## src/rtl/display_pkg.sv

```systemverilog
// rtl/display_pkg.sv - shared constants, digit index type and BCD helper for the time display scanner
// Contents: NUM_DIGITS, digit_idx_t, active-low segment codes {g,f,e,d,c,b,a}, bcd_split().
package display_pkg;

    localparam int NUM_DIGITS = 6;

    typedef logic [2:0] digit_idx_t;

    localparam logic [6:0] SEG_0     = 7'h40;
    localparam logic [6:0] SEG_1     = 7'h79;
    localparam logic [6:0] SEG_2     = 7'h24;
    localparam logic [6:0] SEG_3     = 7'h30;
    localparam logic [6:0] SEG_4     = 7'h19;
    localparam logic [6:0] SEG_5     = 7'h12;
    localparam logic [6:0] SEG_6     = 7'h02;
    localparam logic [6:0] SEG_7     = 7'h78;
    localparam logic [6:0] SEG_8     = 7'h00;
    localparam logic [6:0] SEG_9     = 7'h10;
    localparam logic [6:0] SEG_DASH  = 7'h3F;
    localparam logic [6:0] SEG_BLANK = 7'h7F;

    // Returns {tens, ones}; only meaningful for v <= 99, callers flag larger values.
    function automatic logic [7:0] bcd_split(input logic [5:0] v);
        return {4'(v / 6'd10), 4'(v % 6'd10)};
    endfunction

endpackage

```

## src/rtl/seg7_decode.sv

```systemverilog
// rtl/seg7_decode.sv - combinational BCD/dash to active-low seven-segment decoder
// Ports: code (4-bit BCD digit), dash (force dash), seg (active-low {g,f,e,d,c,b,a}).
module seg7_decode
    import display_pkg::*;
(
    input  logic [3:0] code,
    input  logic       dash,
    output logic [6:0] seg
);

    always_comb begin
        seg = SEG_BLANK;
        if (dash) begin
            seg = SEG_DASH;
        end else begin
            case (code)
                4'd0:    seg = SEG_0;
                4'd1:    seg = SEG_1;
                4'd2:    seg = SEG_2;
                4'd3:    seg = SEG_3;
                4'd4:    seg = SEG_4;
                4'd5:    seg = SEG_5;
                4'd6:    seg = SEG_6;
                4'd7:    seg = SEG_7;
                4'd8:    seg = SEG_8;
                4'd9:    seg = SEG_9;
                default: seg = SEG_BLANK;
            endcase
        end
    end

endmodule

```

## src/rtl/time_display_scan.sv

```systemverilog
// rtl/time_display_scan.sv - six-digit multiplexed seven-segment scanner for hh:mm:ss
// Parameters: CLK_HZ, SCAN_HZ (DIV = CLK_HZ/SCAN_HZ >= 3), BLINK_FRAMES (alarm blink half-period in frames).
// Ports: clk, reset (async, active-high), hours/mins/secs (binary), alarm (buzzer level),
//        an (active-low anodes, an[0] rightmost), seg (active-low {g,f,e,d,c,b,a}), dp (active-low),
//        frame_start (one-cycle pulse when the inputs are snapshotted).
// Option: define DISPLAY_BLINK_EN to blink the whole display while the snapshotted alarm is high.
module time_display_scan
    import display_pkg::*;
#(
    parameter int CLK_HZ       = 100_000_000,
    parameter int SCAN_HZ      = 1000,
    parameter int BLINK_FRAMES = 128
) (
    input  logic       clk,
    input  logic       reset,
    input  logic [4:0] hours,
    input  logic [5:0] mins,
    input  logic [5:0] secs,
    input  logic       alarm,
    output logic [5:0] an,
    output logic [6:0] seg,
    output logic       dp,
    output logic       frame_start
);

    localparam int DIV = CLK_HZ / SCAN_HZ;
    localparam int CW  = (DIV > 1) ? $clog2(DIV) : 1;
    localparam digit_idx_t LAST_IDX = digit_idx_t'(NUM_DIGITS - 1);

    if (DIV < 3) begin : g_bad_div
        $error("time_display_scan: CLK_HZ/SCAN_HZ must be at least 3");
    end
    if (BLINK_FRAMES < 1) begin : g_bad_blink
        $error("time_display_scan: BLINK_FRAMES must be at least 1");
    end

    logic [CW-1:0] cnt;
    digit_idx_t    idx;
    logic          blank;
    logic [4:0]    snap_hours;
    logic [5:0]    snap_mins;
    logic [5:0]    snap_secs;

    logic tick;
    logic wrap;
    logic dark;

    assign tick = (cnt == CW'(DIV - 1));
    assign wrap = tick && (idx == LAST_IDX);

    always_ff @(posedge clk or posedge reset) begin
        if (reset) begin
            cnt         <= '0;
            idx         <= '0;
            blank       <= 1'b0;
            snap_hours  <= '0;
            snap_mins   <= '0;
            snap_secs   <= '0;
            frame_start <= 1'b0;
        end else begin
            // Blank for one cycle after every digit change so the old segments never
            // appear on the new anode.
            blank       <= tick;
            frame_start <= wrap;
            if (tick) begin
                cnt <= '0;
                idx <= (idx == LAST_IDX) ? '0 : idx + 3'd1;
            end else begin
                cnt <= cnt + 1'b1;
            end
            if (wrap) begin
                snap_hours <= hours;
                snap_mins  <= mins;
                snap_secs  <= secs;
            end
        end
    end

`ifdef DISPLAY_BLINK_EN
    localparam int BW = $clog2(BLINK_FRAMES + 1);

    logic          snap_alarm;
    logic [BW-1:0] blink_cnt;
    logic          blink_off;

    // Blink state advances once per frame using the alarm level of the frame just
    // ending, so the first alarmed frame is always lit.
    always_ff @(posedge clk or posedge reset) begin
        if (reset) begin
            snap_alarm <= 1'b0;
            blink_cnt  <= '0;
            blink_off  <= 1'b0;
        end else if (wrap) begin
            snap_alarm <= alarm;
            if (!snap_alarm) begin
                blink_cnt <= '0;
                blink_off <= 1'b0;
            end else if (blink_cnt == BW'(BLINK_FRAMES - 1)) begin
                blink_cnt <= '0;
                blink_off <= ~blink_off;
            end else begin
                blink_cnt <= blink_cnt + 1'b1;
            end
        end
    end

    // Masking with the snapshot lights the display on the first frame after alarm drops.
    assign dark = blink_off & snap_alarm;
`else
    logic alarm_unused;
    assign alarm_unused = alarm;
    assign dark         = 1'b0;
`endif

    logic [5:0] field;
    logic       over;
    logic [7:0] bcd;
    logic [3:0] code;
    logic [6:0] seg_next;
    logic [5:0] an_next;
    logic       dp_next;

    // Digit pairs: idx 0/1 secs, 2/3 mins, 4/5 hours; odd index is the tens digit.
    always_comb begin
        field = snap_secs;
        over  = (snap_secs > 6'd59);
        case (idx)
            3'd2, 3'd3: begin
                field = snap_mins;
                over  = (snap_mins > 6'd59);
            end
            3'd4, 3'd5: begin
                field = {1'b0, snap_hours};
                over  = (snap_hours > 5'd23);
            end
            default: ;
        endcase
        bcd     = bcd_split(field);
        code    = idx[0] ? bcd[7:4] : bcd[3:0];
        an_next = (blank || dark) ? 6'h3F : ~(6'd1 << idx);
        dp_next = blank ? 1'b1 : !((idx == 3'd2) || (idx == 3'd4));
    end

    seg7_decode u_decode (
        .code (code),
        .dash (over),
        .seg  (seg_next)
    );

    always_ff @(posedge clk or posedge reset) begin
        if (reset) begin
            an  <= 6'h3F;
            seg <= SEG_BLANK;
            dp  <= 1'b1;
        end else begin
            an  <= an_next;
            seg <= seg_next;
            dp  <= dp_next;
        end
    end

endmodule
```

## config.mk

```make
export PLATFORM = sky130hd
export DESIGN_NAME = time_display_scan
export DESIGN_NICKNAME = d
export VERILOG_FILES = /design/src/rtl/display_pkg.sv /design/src/rtl/seg7_decode.sv /design/src/rtl/time_display_scan.sv
export SDC_FILE = /design/constraint.sdc
export NUM_CORES = 1
export LEC_CHECK = 0
export BUFFER_PORTS_ARGS = -buffer_cell sky130_fd_sc_hd__clkbuf_2
export CORE_ASPECT_RATIO = 0.75
export CORE_MARGIN = 5
export CORE_UTILIZATION = 30
export CTS_BUF_LIST = sky130_fd_sc_hd__clkbuf_8
export DETAILED_ROUTE_END_ITERATION = 6
export GPL_TIMING_DRIVEN = 0
export PLACE_DENSITY_LB_ADDON = 0.25
export SLEW_MARGIN = 5
export SYNTH_ARGS = -nofsm -noshare
export SYNTH_HDL_FRONTEND = slang
export SYNTH_SLANG_ARGS = --single-unit
```

## constraint.sdc

```tcl
create_clock -name clk -period 10.94 [get_ports clk]
set_input_delay 0.547 -clock clk [delete_from_list [all_inputs] [get_ports clk]]
set_output_delay 0.547 -clock clk [all_outputs]
set_load 0.01 [all_outputs]
```

* Yosys cells after proc, flatten, opt, wreduce, memory -nomap -nowiden
Memories as Yosys holds them, arrays and structs flattened.
Cells that the tools add are included.
** Cells by class
- Equal/unequal tests :: 5
- Muxes and demuxes :: 8
- Add/sub/neg operators :: 2
- Shift operators :: 1
- Divide/modulo/power cells :: 2
- Order comparisons :: 3
- Bitwise operators :: 1
- Reduce and logical (&&, ||, !) cells :: 5
** Operators with widths (number)
- $add 17x1->17 const B :: 1
- $eq 17x17->1 const B :: 1
- $mux 17 :: 1
- $gt 6x6->1 const B :: 2
- $pmux 6 s2 :: 1
- $mux 7 :: 1
- $div 6x4->6 const B :: 1
- $eq 3x2->1 const B :: 2
- $eq 3x3->1 const B :: 2
- $mod 6x4->6 const B :: 1
- $mux 6 :: 1
- $not 6->6 :: 1
- $shl 1x3->6 const A :: 1
- $gt 5x5->1 const B :: 1
- $mux 4 :: 1
- $reduce_or 2->1 :: 2
- $add 3x1->3 const B :: 1
- $mux 3 :: 1
- $pmux 1 s2 :: 1
- $logic_and 1x1->1 :: 1
- $logic_not 1->1 :: 1
- $logic_or 1x1->1 :: 1
- $mux 1 :: 1
** Storage, ports and cells
- Output and inout bits :: 15
- Register bits :: 53
- Memories :: 1
- Input port bits :: 20
- Bits in read-only memories :: 112
- Word-level logic and storage cells :: 38
** Memories
- (name not given) :: depth 16, width 7, rd ports 1, clocked after memory_dff 0, write ports 0, line seg7_decode.sv:16 : case (code)

* Longest topological paths before layout
Gate-level depths: netlist (run 1).
An unclocked memory read counts as a cell.
- Depth in word-level cells :: 7
- Gate-level depth with buffers :: 23
- Mapped depth without buffers :: 21

* Cells and area by module
Synthesis (run 1) repeated with hierarchy kept, for this count alone.
** Unflattened totals
- Cells, all modules :: 262
- Area total of the unflattened synthesis :: 2801.4 sq um
** By module, submodules not included
- time_display_scan :: sequential area each 1343.8 sq um, area an instance 2565.0 sq um, cells each 228, instances 1
- seg7_decode :: sequential area each 0.0 sq um, area an instance 236.5 sq um, cells each 34, instances 1

* Least setup slack after synthesis (run 1)
OpenSTA, ideal clock, no wires.
- Path kind :: register to register
- From :: register idx[0]
- To :: register seg[3]
- Arrival time :: 3.793 ns
- Stages on the path, launching flop included :: 20
- Required time :: 10.868 ns
- Period minus slack after synthesis :: 3.865 ns
- Slack :: 7.075 ns
- Cell sequence :: dfrtp_1 buf_6 clkbuf_1 and2_1 ha_1 o41a_1 nand2_1 inv_1 ha_1 inv_1 o21ai_0 a32oi_1 o2bb2ai_2 o21a_1 mux2i_1 o21ai_1 inv_1 ha_1 a21bo_2 o21ai_1
** On the way
- Word-level cells in the longest chain between the ends :: 7
** Ends and longest elaborated chain
- start, declared :: line time_display_scan.sv:38 : digit_idx_t idx;
- start signal, assigned :: line time_display_scan.sv:67 : idx <= (idx == LAST_IDX) ? '0 : idx + 3'd1;
- $eq 3x3->1 or $eq 3x2->1 (tied branches) :: line time_display_scan.sv:127 : case (idx)
- $reduce_or 2->1 :: line time_display_scan.sv:127
- $pmux 6 s2 :: line time_display_scan.sv:127
- $mod 6x4->6 or $div 6x4->6 (tied branches) :: line display_pkg.sv:24 : return {4'(v / 6'd10), 4'(v % 6'd10)};
- $mux 4 :: line time_display_scan.sv:139 : code = idx[0] ? bcd[7:4] : bcd[3:0];
- $mem_v2 16x7
- $mux 7 (*) :: line seg7_decode.sv:13 : if (dash) begin
- net seg_next[3] :: line time_display_scan.sv:119 : logic [6:0] seg_next;
- end signal, assigned :: line time_display_scan.sv:157 : seg <= seg_next;
- end, declared :: line time_display_scan.sv:21 : output logic [6:0] seg,
The timed path passes the listed nets; every way through them passes the cells marked *.
A chain may end at the register's enable or synchronous reset.

* Worst setup path after layout (run 1)
- From :: register idx[0]
- To :: register seg[4]
Same word-level chain as after synthesis.

==> results of run 1 <==
-- kinds of logic (layout without fill, tap and decap cells) --
logic type,after synthesis,after routing,share of synthesized area (%)
compound gates,56,56,16.1
flops,53,53,47.0
fa+ha+maj,8,8,3.50
xor+xnor,15,15,4.59
buf+inv,23,65,3.94
simple gates,92,92,17.1
mux,20,20,7.74
-- metal layers --
layer	routed length [um]	GRT usage, %
met4	35	1.96
met1	3250	16.7
met5	0	0
met2	2360	15.0
met3	445	4.79
-- final timing paths --
kind	from	to	slack [ns]	cells past startpoint
setup / recovery	idx[0]$_DFFE_PP0P_	seg[4]$_DFF_PP1_	6.32	21
hold / removal	reset	snap_hours[1]$_DFFE_PP0P_	0.16	2
setup reg to reg	idx[0]$_DFFE_PP0P_	seg[4]$_DFF_PP1_	6.32	21
hold reg to reg	cnt[0]$_DFF_PP0_	cnt[0]$_DFF_PP0_	0.50	1
max in group asynchronous	reset	an[5]$_DFF_PP1_	10.22	3
min in group clk	mins[3]	snap_mins[3]$_DFFE_PP0P_	0.45	2
-- power groups by stage --
stage	Combinational, W	Clock [W]	Sequential [W]
floorplan	0.00000287	0	0.000200
global placement	0.00000724	0	0.000200
detailed placement	0.00000824	0	0.000200
CTS	0.00000829	0.000122	0.000196
global route	0.00000922	0.000133	0.000196
finish	0.00000777	0.000119	0.000196
-- through the flow --
step                      hold slack [ns]  instances  utilization, %
after floorplan                     0.455        267               -
after global placement              0.480        428            34.7
after detailed placement            0.488        429            34.9
after global routing                0.180        437            35.9
final                               0.162        437            35.9
after CTS                           0.169        437            35.9
-- cell usage in the layout, fill, tap and decap left out, types with 6 or more instances in the layout --
cell      Yosys  layout
dfrtp_1      39      39
clkbuf_2      0      33
nand2_1      20      20
nor2_1       20      20
mux2_2       17      17
dfstp_2      14      14
inv_1        14      13
nand3_1      12      12
o21ai_0       9       9
xor2_1        9       9
a21oi_1       8       8
ha_1          8       8
nand4_1       6       6
o21ai_1       6       6
nor3_1        6       6
xnor2_1       6       6
-- final cells by class --
type	count	area, um^2
plain buffers	8	53.8
clock buffers	5	68.8
clock inverters	3	23.8
fillers	933	5900
inverters	15	58.8
multi-input cells	191	1410
flip-flops and latches	53	1340
well taps	128	160
repair buffers	34	185
-- flip-flops by register name, indices dropped and copies added (netlist names), 3 cells and up --
signal and cells:
cnt 17, seg 7, snap_mins 6, snap_hours 5
idx 3, an 6, snap_secs 6
-- critical path, stage by stage (launching register included) --
cell and delay [ns]:
dfrtp_1 0.36, buf_6 0.14, clkbuf_1 0.41, and2_1 0.20, ha_1 0.30, inv_1 0.18
a41o_4 0.31, nor2_8 0.13, inv_4 0.08, ha_1 0.33, inv_1 0.11, nor4_1 0.07
nor3_2 0.49, o21a_1 0.21, mux2i_1 0.06, o21ai_1 0.35, ha_1 0.25, inv_1 0.07
nand3_1 0.08, o221ai_1 0.10, nor3_1 0.17, o21ai_1 0.10
==> summary.md, run 1 <==
| Metric | Value |
|---|---|
| Outcome | finished clean |
| Synthesis Warnings | 0 |
| Initial DRC Count | 78 |
| Clock edge transition at the registers on the reported setup and hold paths | 0.11 ns |
| Critical Path Source Type | flop |
| Final worst setup slack | 6.32 ns |
| Area growth syn-to-layout | 15.3% |
| Synth area leaders | dfrtp_1 (34%), dfstp_2 (13%), mux2_2 (6.7%) |
| Combinational cell fraction of total power | roughly 2.4% |
| Clock skew | about 0.012 ns |
| Post-cts sizing count | 0 |
| Final setup viols | 0 |
| Total congestion overflow | 0 |
| Crit Path Category | reg2reg |
| Peak VDD IR | about 0.000049 V |
| Vias | 2100 |
| Post-synth ARST share | 100% |
| RSZ-0062 raised after global routing | false |
| CTS root buffer | clkbuf_8 |
| CP required | 11.15 ns |
| Number of synthesized flops with an enable pin | 0 |
| Post-synthesis net count | 295 |
| Switching portion of total power | 23.7% |
| Slew Viols, Final | 0 |
| Share of layout cells above drive strength 1 | 29.1% |
| Min-delay worst type | in2async |
| Die height | 94.6 um |
| Die area | 11600 um^2 |
| Cells after synthesis | 267 |
| Drt total wl | 6090 um |
| Post-DP Area | 3210 um^2 |
| Die width | 123 um |
| Clock latency on the worst-skew pair | 0.33 ns |
| Pwr dens | 97.8 nW/um^2 |
| CTS sink cnt | 53 |
| Setup_tns | 0 ns |
| CTS tree | built |
| Synth Register Bits | 53 |
| Maximum clock frequency | 216 MHz |
| Worst EP arrival | 4.83 ns |
| Post-CTS setup repair buffer count | 0 |
| Hold Buf Count CTS | 0 |
| Internal | 0.000246 W |
| Dpl ws | 6.41 ns |
| Post-synth top cells | dfrtp_1 (39), nand2_1 (20), nor2_1 (20) |
| Final Critical Period | 4.62 ns |
| Netlist cell types | 59 |
| Vias in the first global route | about 2000 |
| Antenna diodes | 0 |
| Max transition margin | between 20% and 30% |
| Finished Cell Area | around 3300 um^2 |
| Router iterations before antenna repair | 4 |
| Row count | 30 |
| Max clock buf depth | 2 |
| Fin. Hold Viols | 0 |
| DR DRC count | 0 |
| HPWL after DPL | 4610 um |
| Overall routing resource usage | around 11% |
| Nets | about 340 |
| CTS H-tree lvls | 2 |
| Port Buffers | 33 |
| Ports | 35 |
| Via-per-instance ratio | 4.81 |
| Initial antenna violation count | 0 |
| Synth top area share | about a third |
| Antenna Nets Post-Route | 0 |
| Maxcap violations | 0 |
| Core area | 9200 um^2 |
| Mapped cell area | 2860 um^2 |
| Sw power | ~0.000077 W |
| Mapped Avg Cell Area | 10.7 um^2 |
| Crit-path max FO | 10 |
| Largest net degree at the start of global routing | 40 |
| Leak Pwr | 1.50 nW |
| Tcrit/Tclk final | a little over two fifths |
| CP endpoint kind | flop |
| Overall Power | 0.000323 W |
| Post-DR wirelength/cell | between 10 and 15 um |
| Yosys top cell by area | dfrtp_1 |
| Power share of the clock group | 36.8% |
| Worst slew pin tran | around 1.1 ns |
| Sequential area share after synthesis | 47.0% |
| Cts bufs inserted | 5 |
| Most common cell in the netlist | dfrtp_1 |
| Flop pwr share | 60.8% |
| First-pass GRT wire length | 10100 um |
| Dominant synthesized flop cell | dfrtp_1 |
| Routability cong. | 0.830 |
| Initial Utilization | 31.1% |
Power figures use the tool's default switching activity.
==> run 2: changes to the inputs <==
--- a/config.mk
+++ b/config.mk
@@ -5,6 +5,7 @@
 export SDC_FILE = /design/constraint.sdc
 export NUM_CORES = 1
 export LEC_CHECK = 0
+export ABC_AREA = 1
 export BUFFER_PORTS_ARGS = -buffer_cell sky130_fd_sc_hd__clkbuf_2
 export CORE_ASPECT_RATIO = 0.75
 export CORE_MARGIN = 5
==> constraint.sdc (replaced) <==
create_clock -name clk -period 4.7 [get_ports clk]
set_input_delay 0.235 -clock clk [delete_from_list [all_inputs] [get_ports clk]]
set_output_delay 0.235 -clock clk [all_outputs]
set_load 0.01 [all_outputs]
==> summary.md, run 2 <==
| Metric | Value |
|---|---|
| Outcome | finished clean |
| Leading registers by flop count | cnt (17), seg (7) |
| Post-synth top cells | nand2_1 (75), inv_1 (48), dfrtp_1 (39) |
| Power share of the clock group | 43.1% |
| Critical Path Source Type | flop |
| Min-delay worst type | in2reg |
| Most common cell after layout, fill and taps aside | nand2_1 |
| Share of layout cells above drive strength 1 | around 28% |
| Router iterations before antenna repair | 4 |
| Largest stage delay, worst path | 0.38 ns |
| Most common cell in the netlist | nand2_1 |
| Hold Buf Count CTS | 1 |
| Switching portion of total power | 19.1% |
| Worst slew pin tran | 0.655 ns |
| Final setup viols | 0 |
| DR DRC count | 0 |
| Flop pwr share | a little over half |
| Internal | 0.000675 W |
| CTS tree | built |
| RSZ-0062 raised after global routing | false |
| Slew Viols, Final | 0 |
| Vias in the first global route | 2114 |
| Netlist cell types | 30 |
| Tcrit/Tclk final | between 60% and 70% |
| Drt total wl | ~5600 um |
| Routability cong. | 0.757 |
| Post-synth ARST share | 100% |
| Synth top area share | between 30% and 40% |
| Overall routing resource usage | 10.8% |
| Sw power | between 0.00015 and 0.0002 W |
| Largest net degree at the start of global routing | 41 |
| Crit-path max FO | 8 |
| Max reg flops | 17 |
| Combinational cell fraction of total power | ~2.3% |
| Post-cts sizing count | 0 |
| Die area | between 10000 and 15000 um^2 |
| DR WL met3 | 286 um |
| CTS root buffer | clkbuf_8 |
| Met1 Wirelength | 3120 um |
| Fin. Hold Viols | 0 |
| Max clock buf depth | 2 |
| CTS H-tree lvls | 2 |
| Pwr dens | between 200 and 250 nW/um^2 |
| Post-synthesis net count | approximately 370 |
| Antenna Nets Post-Route | 0 |
| CTS sink cnt | 53 |
| Nets | 414 |
| Clock edge transition at the registers on the reported setup and hold paths | 0.09 ns |
| Synth area leaders | dfrtp_1 (34%), dfstp_2 (13%), nand2_1 (9.7%) |
| Sequential area share after synthesis | 46.3% |
| CP max-delay cell | dfrtp_1 |
| Initial Utilization | 30.4% |
| Die width | roughly 120 um |
| First-pass GRT wire length | 10000 um |
| Antenna diodes | 0 |
| CP endpoint kind | flop |
| Peak VDD IR | approximately 0.00013 V |
| Clock skew | 0.00351 ns |
| Cells after synthesis | 344 |
| Vias | between 2000 and 2500 |
| Reg with most FFs | cnt |
| Hold WS | roughly 0.12 ns |
| Core area | 9540 um^2 |
| Post-DR wirelength/cell | about 11 um |
| Mapped cell area | ~2900 um^2 |
| Number of synthesized flops with an enable pin | 0 |
| Mapped Avg Cell Area | 8.43 um^2 |
| Worst EP arrival | 3.47 ns |
| CP required | between 4 and 5 ns |
| Yosys top cell by area | dfrtp_1 |
| Crit Path Category | reg2reg |
| Area growth syn-to-layout | 17.0% |
| Synthesis Warnings | 0 |
| Via-per-instance ratio | 4.18 |
| Initial antenna violation count | 0 |
| Ports | 35 |
| Max transition margin | between 50 and 60% |
| Maxcap violations | 0 |
| CP bufs+invs | 8 |
| Final Critical Period | 3.25 ns |
| Fillers | 1027 |
| Initial DRC Count | 125 |
| Post-CTS setup repair buffer count | 0 |
| Dominant synthesized flop cell | dfrtp_1 |
| Max layer used | met4 |
| Maximum clock frequency | 308 MHz |
| Clock latency on the worst-skew pair | around 0.31 ns |
| Crit path max-delay family | simple AND/OR/NAND/NOR gates |
| Port Buffers | 33 |
| Most frequent cells in the layout | nand2_1 (75), inv_1 (47), dfrtp_1 (39) |
| Leak Pwr | 1.70 nW |
| Synth Register Bits | 53 |
| Setup_tns | 0 ns |
| Cts bufs inserted | 5 |
| Total congestion overflow | 0 |
| HPWL after DPL | 4420 um |
| WL met2 | 2150 um |
| Die height | roughly 95 um |
| Row count | 31 |
## run 2: metrics by stage
step	std cells	power, W	instance area [um^2]	worst slack [ns]	utilization (%)
3_5_place_dp	510	0.000484	3250	1.44	34.1
6_report	519	0.000835	3400	1.45	35.6
3_3_place_gp	509	0.000482	3230	1.46	33.9
2_1_floorplan	344	0.000471	2900	1.72	-
5_1_grt	519	0.000868	3400	1.14	35.6
4_1_cts	519	0.000851	3400	1.42	35.6
## run 2: kinds of logic after synthesis
kind of cell               share of synthesized area, %
buffers and inverters                              8.88
AOI/OAI and AO/OA                                  6.38
adders and majority gates                          3.45
xor gates and xnor gates                           3.02
DFF                                                46.3
and+or+nand+nor                                    32.0
## run 2: layout make-up
type | instances | area (um^2) | area share (%)
flip-flops and latches | 53 | 1340 | 39.6
multi-input cells | 228 | 1300 | 38.3
inverters | 60 | 239 | 7.04
repair buffers | 35 | 195 | 5.75
well taps | 132 | 165 | 4.86
clock buffers | 5 | 68.8 | 2.03
clock inverters | 3 | 65.1 | 1.92
plain buffers | 3 | 18.8 | 0.553
## run 2: power by group through the flow
stage / Combinational (W) / Clock [W] / Sequential, W
floorplan: 0.00000657 / 0 / 0.000465
global placement: 0.0000170 / 0 / 0.000465
detailed placement: 0.0000194 / 0 / 0.000465
CTS: 0.0000200 / 0.000375 / 0.000456
global route: 0.0000225 / 0.000389 / 0.000456
finish: 0.0000189 / 0.000360 / 0.000456
## run 2: worst paths after layout
path | from | end | cells after the start | slack (ns)
max in group asynchronous | reset | seg[2]$_DFF_PP1_ | 4 | 3.72
worst min-delay path | mins[3] | snap_mins[3]$_DFFE_PP0P_ | 3 | 0.12
min in group asynchronous | reset | frame_start$_DFF_PP0_ | 3 | 0.41
worst max-delay path | idx[0]$_DFFE_PP0P_ | seg[3]$_DFF_PP1_ | 27 | 1.45
worst min register to register | cnt[0]$_DFF_PP0_ | cnt[0]$_DFF_PP0_ | 1 | 0.47
worst max register to register | idx[0]$_DFFE_PP0P_ | seg[3]$_DFF_PP1_ | 27 | 1.45
## run 2: worst register-to-register path: stages (launching register included)
cell and delay [ns]:
dfrtp_1 0.38, buf_6 0.14, nand2_1 0.05, inv_1 0.04, ha_1 0.19, clkinv_2 0.06, nand2_4 0.09, nor2_8 0.17
nand2_2 0.07, nand2_2 0.09, inv_2 0.05, ha_1 0.26, inv_1 0.05, nand2_1 0.08, nand2_4 0.09, clkinv_4 0.06
nand2_4 0.08, nand3_1 0.08, nand2_2 0.08, inv_2 0.04, nand2_4 0.07, nand2_2 0.08, o21ai_2 0.23, inv_1 0.09
ha_1 0.28, nand3_1 0.10, nand3_1 0.10, nand2_1 0.05
## run 2: per-layer routing
layer	vias to the layer above	global-route usage [%]
met3	2	2.67
li1	1154	-
met5	-	0
met2	43	14.9
met4	0	3.59
met1	968	16.4
==> run 3: changes to the inputs <==
==> constraint.sdc (replaced) <==
create_clock -name clk -period 3 [get_ports clk]
set_input_delay 0.15 -clock clk [delete_from_list [all_inputs] [get_ports clk]]
set_output_delay 0.15 -clock clk [all_outputs]
set_load 0.01 [all_outputs]
==> summary.md, run 3 (synthesis results as in run 2) <==
| Metric | Value |
|---|---|
| Outcome | finished clean |
| Largest net degree at the start of global routing | 41 |
| Final worst setup slack | 0.0593 ns |
| Maximum clock frequency | 340 MHz |
| Leak Pwr | 1.82 nW |
| Most frequent cells in the layout | nand2_1 (70), inv_1 (43), dfrtp_1 (37) |
| Vias | ~2300 |
| Final Critical Period | 2.94 ns |
| Crit-path max FO | 5 |
| Crit path max-delay family | simple AND/OR/NAND/NOR gates |
| Initial Utilization | between 30% and 40% |
| HPWL after DPL | about 4400 um |
| CTS tree | built |
| Busiest layer in global routing | met1 |
| Crit Path Category | reg2reg |
| Antenna Nets Post-Route | 0 |
| Fillers | 997 |
| Worst EP arrival | 3.17 ns |
| Setup_tns | 0 ns |
| Clock skew | 0.00419 ns |
| Routability cong. | around 0.76 |
| Total congestion overflow | 0 |
| CP required | 3.23 ns |
| Tcrit/Tclk final | 98.0% |
| CTS root buffer | clkbuf_8 |
| Slew Viols, Final | 0 |
| CTS H-tree lvls | 2 |
| Ports | 35 |
| Register Area | 1350 um^2 |
| Max clock buf depth | 2 |
| RSZ-0062 raised after global routing | true |
| Max transition margin | about 55% |
| Final setup viols | 0 |
| Leading registers by flop count | cnt (17), seg (7) |
| Met2 Track Usage GR | ~16% |
| Clock edge transition at the registers on the reported setup and hold paths | 0.09 ns |
| Die width | approximately 120 um |
| Area growth syn-to-layout | 28.4% |
| Max reg flops | 17 |
| Met3 GRT Util | 2.79% |
| Post-DR wirelength/cell | 11.2 um |
| Critical Path Source Type | flop |
| Post-DP Area | 3250 um^2 |
| Initial antenna violation count | 0 |
| CP max-delay cell | dfrtp_1 |
| Clock latency on the worst-skew pair | 0.31 ns |
| Layout Cells excl Fill | approximately 540 |
| Router iterations before antenna repair | 4 |
| Pwr dens | 353 nW/um^2 |
| First-pass GRT wire length | 10400 um |
| GRT met1 Usage | between 15 and 20% |
| CP bufs+invs | 8 |
| Finished Cell Area | about 3700 um^2 |
| DR DRC count | 0 |
| Nets | between 400 and 500 |
| Core area | 9540 um^2 |
| CP endpoint kind | flop |
| Worst slew pin tran | 0.675 ns |
| Port Buffers | 33 |
| Row count | 31 |
| Min-delay worst type | in2reg |
| Multi-input gate area | 1480 um^2 |
| Die height | 95.2 um |
| Dpl ws | -0.261 ns |
| Die area | 11800 um^2 |
| Overall routing resource usage | 11.2% |
| Most common cell after layout, fill and taps aside | nand2_1 |
| Initial DRC Count | 104 |
| CTS sink cnt | 53 |
| Via-per-instance ratio | 4.24 |
| Fin. Hold Viols | 0 |
| Post-placement cell count | 510 |
| Peak VDD IR | 0.000208 V |
| Antenna diodes | 0 |
| Cts bufs inserted | 5 |
| Share of layout cells above drive strength 1 | between 30% and 40% |
| Drt total wl | 6000 um |
| Maxcap violations | 0 |
| Vias in the first global route | 2202 |
| Reg with most FFs | cnt |
| Largest stage delay, worst path | 0.38 ns |
[run 3: final timing paths]
kind	from	to	slack, ns	depth (start not counted)
worst max-delay path	idx[0]$_DFFE_PP0P_	seg[0]$_DFF_PP1_	0.06	30
worst min-delay path	mins[3]	snap_mins[3]$_DFFE_PP0P_	0.03	3
min in group asynchronous	reset	frame_start$_DFF_PP0_	0.32	3
worst max register to register	idx[0]$_DFFE_PP0P_	seg[0]$_DFF_PP1_	0.06	30
max in group asynchronous	reset	seg[2]$_DFF_PP1_	2.10	4
worst min register to register	cnt[0]$_DFF_PP0_	cnt[0]$_DFF_PP0_	0.47	1
[run 3: what timing repair did]
action / CTS / global route
setup endpoints to repair: 7 / 7
endpoints found under the hold margin: 13 / 0
gates resized for setup: 21 / 23
buffers inserted: 13 / 3
pin swaps: 18 / 20
hold buffers: 1 / 0
[run 3: through the flow]
step	power, W	hold slack [ns]	util (%)
after floorplan	0.000738	0.267	-
after global placement	0.000755	0.351	33.9
after detailed placement	0.000759	0.118	34.1
after CTS	0.00133	0.0238	37.6
after global routing	0.00136	0.0275	39.1
final	0.00131	0.0313	39.1
[run 3: power breakdown]
group	total (W)	switching [W]	internal, W
clock network	0.000569	0.000238	0.000331
registers	0.000715	0	0.000715
logic	0.0000298	0.0000180	0.0000118
[run 3: layout make-up]
cell class	count	share of cell area, %
Sequential cell	53	36.1
Clock inverter	3	1.75
Tap cell	132	4.43
Inverter	60	6.72
Buffer	3	0.504
Timing Repair Buffer	51	9.00
Multi-Input combinational cell	228	39.6
Clock buffer	5	1.85
[run 3: per-layer routing]
| layer | share of wire (%) | vias to the layer above | wire length [um] |
|---|---|---|---|
| met5 | 0 | - | 0 |
| met4 | 1.3 | 0 | 76 |
| met3 | 4.7 | 8 | 280 |
| met2 | 40 | 46 | 2390 |
| met1 | 54 | 1024 | 3250 |
| li1 | - | 1190 | - |
[run 3: worst min-delay path, delay by kind of cell]
kind	cells	cell delay (ns)
AND/OR/NAND/NOR	2	0.09
buffers and inverters	1	0.07
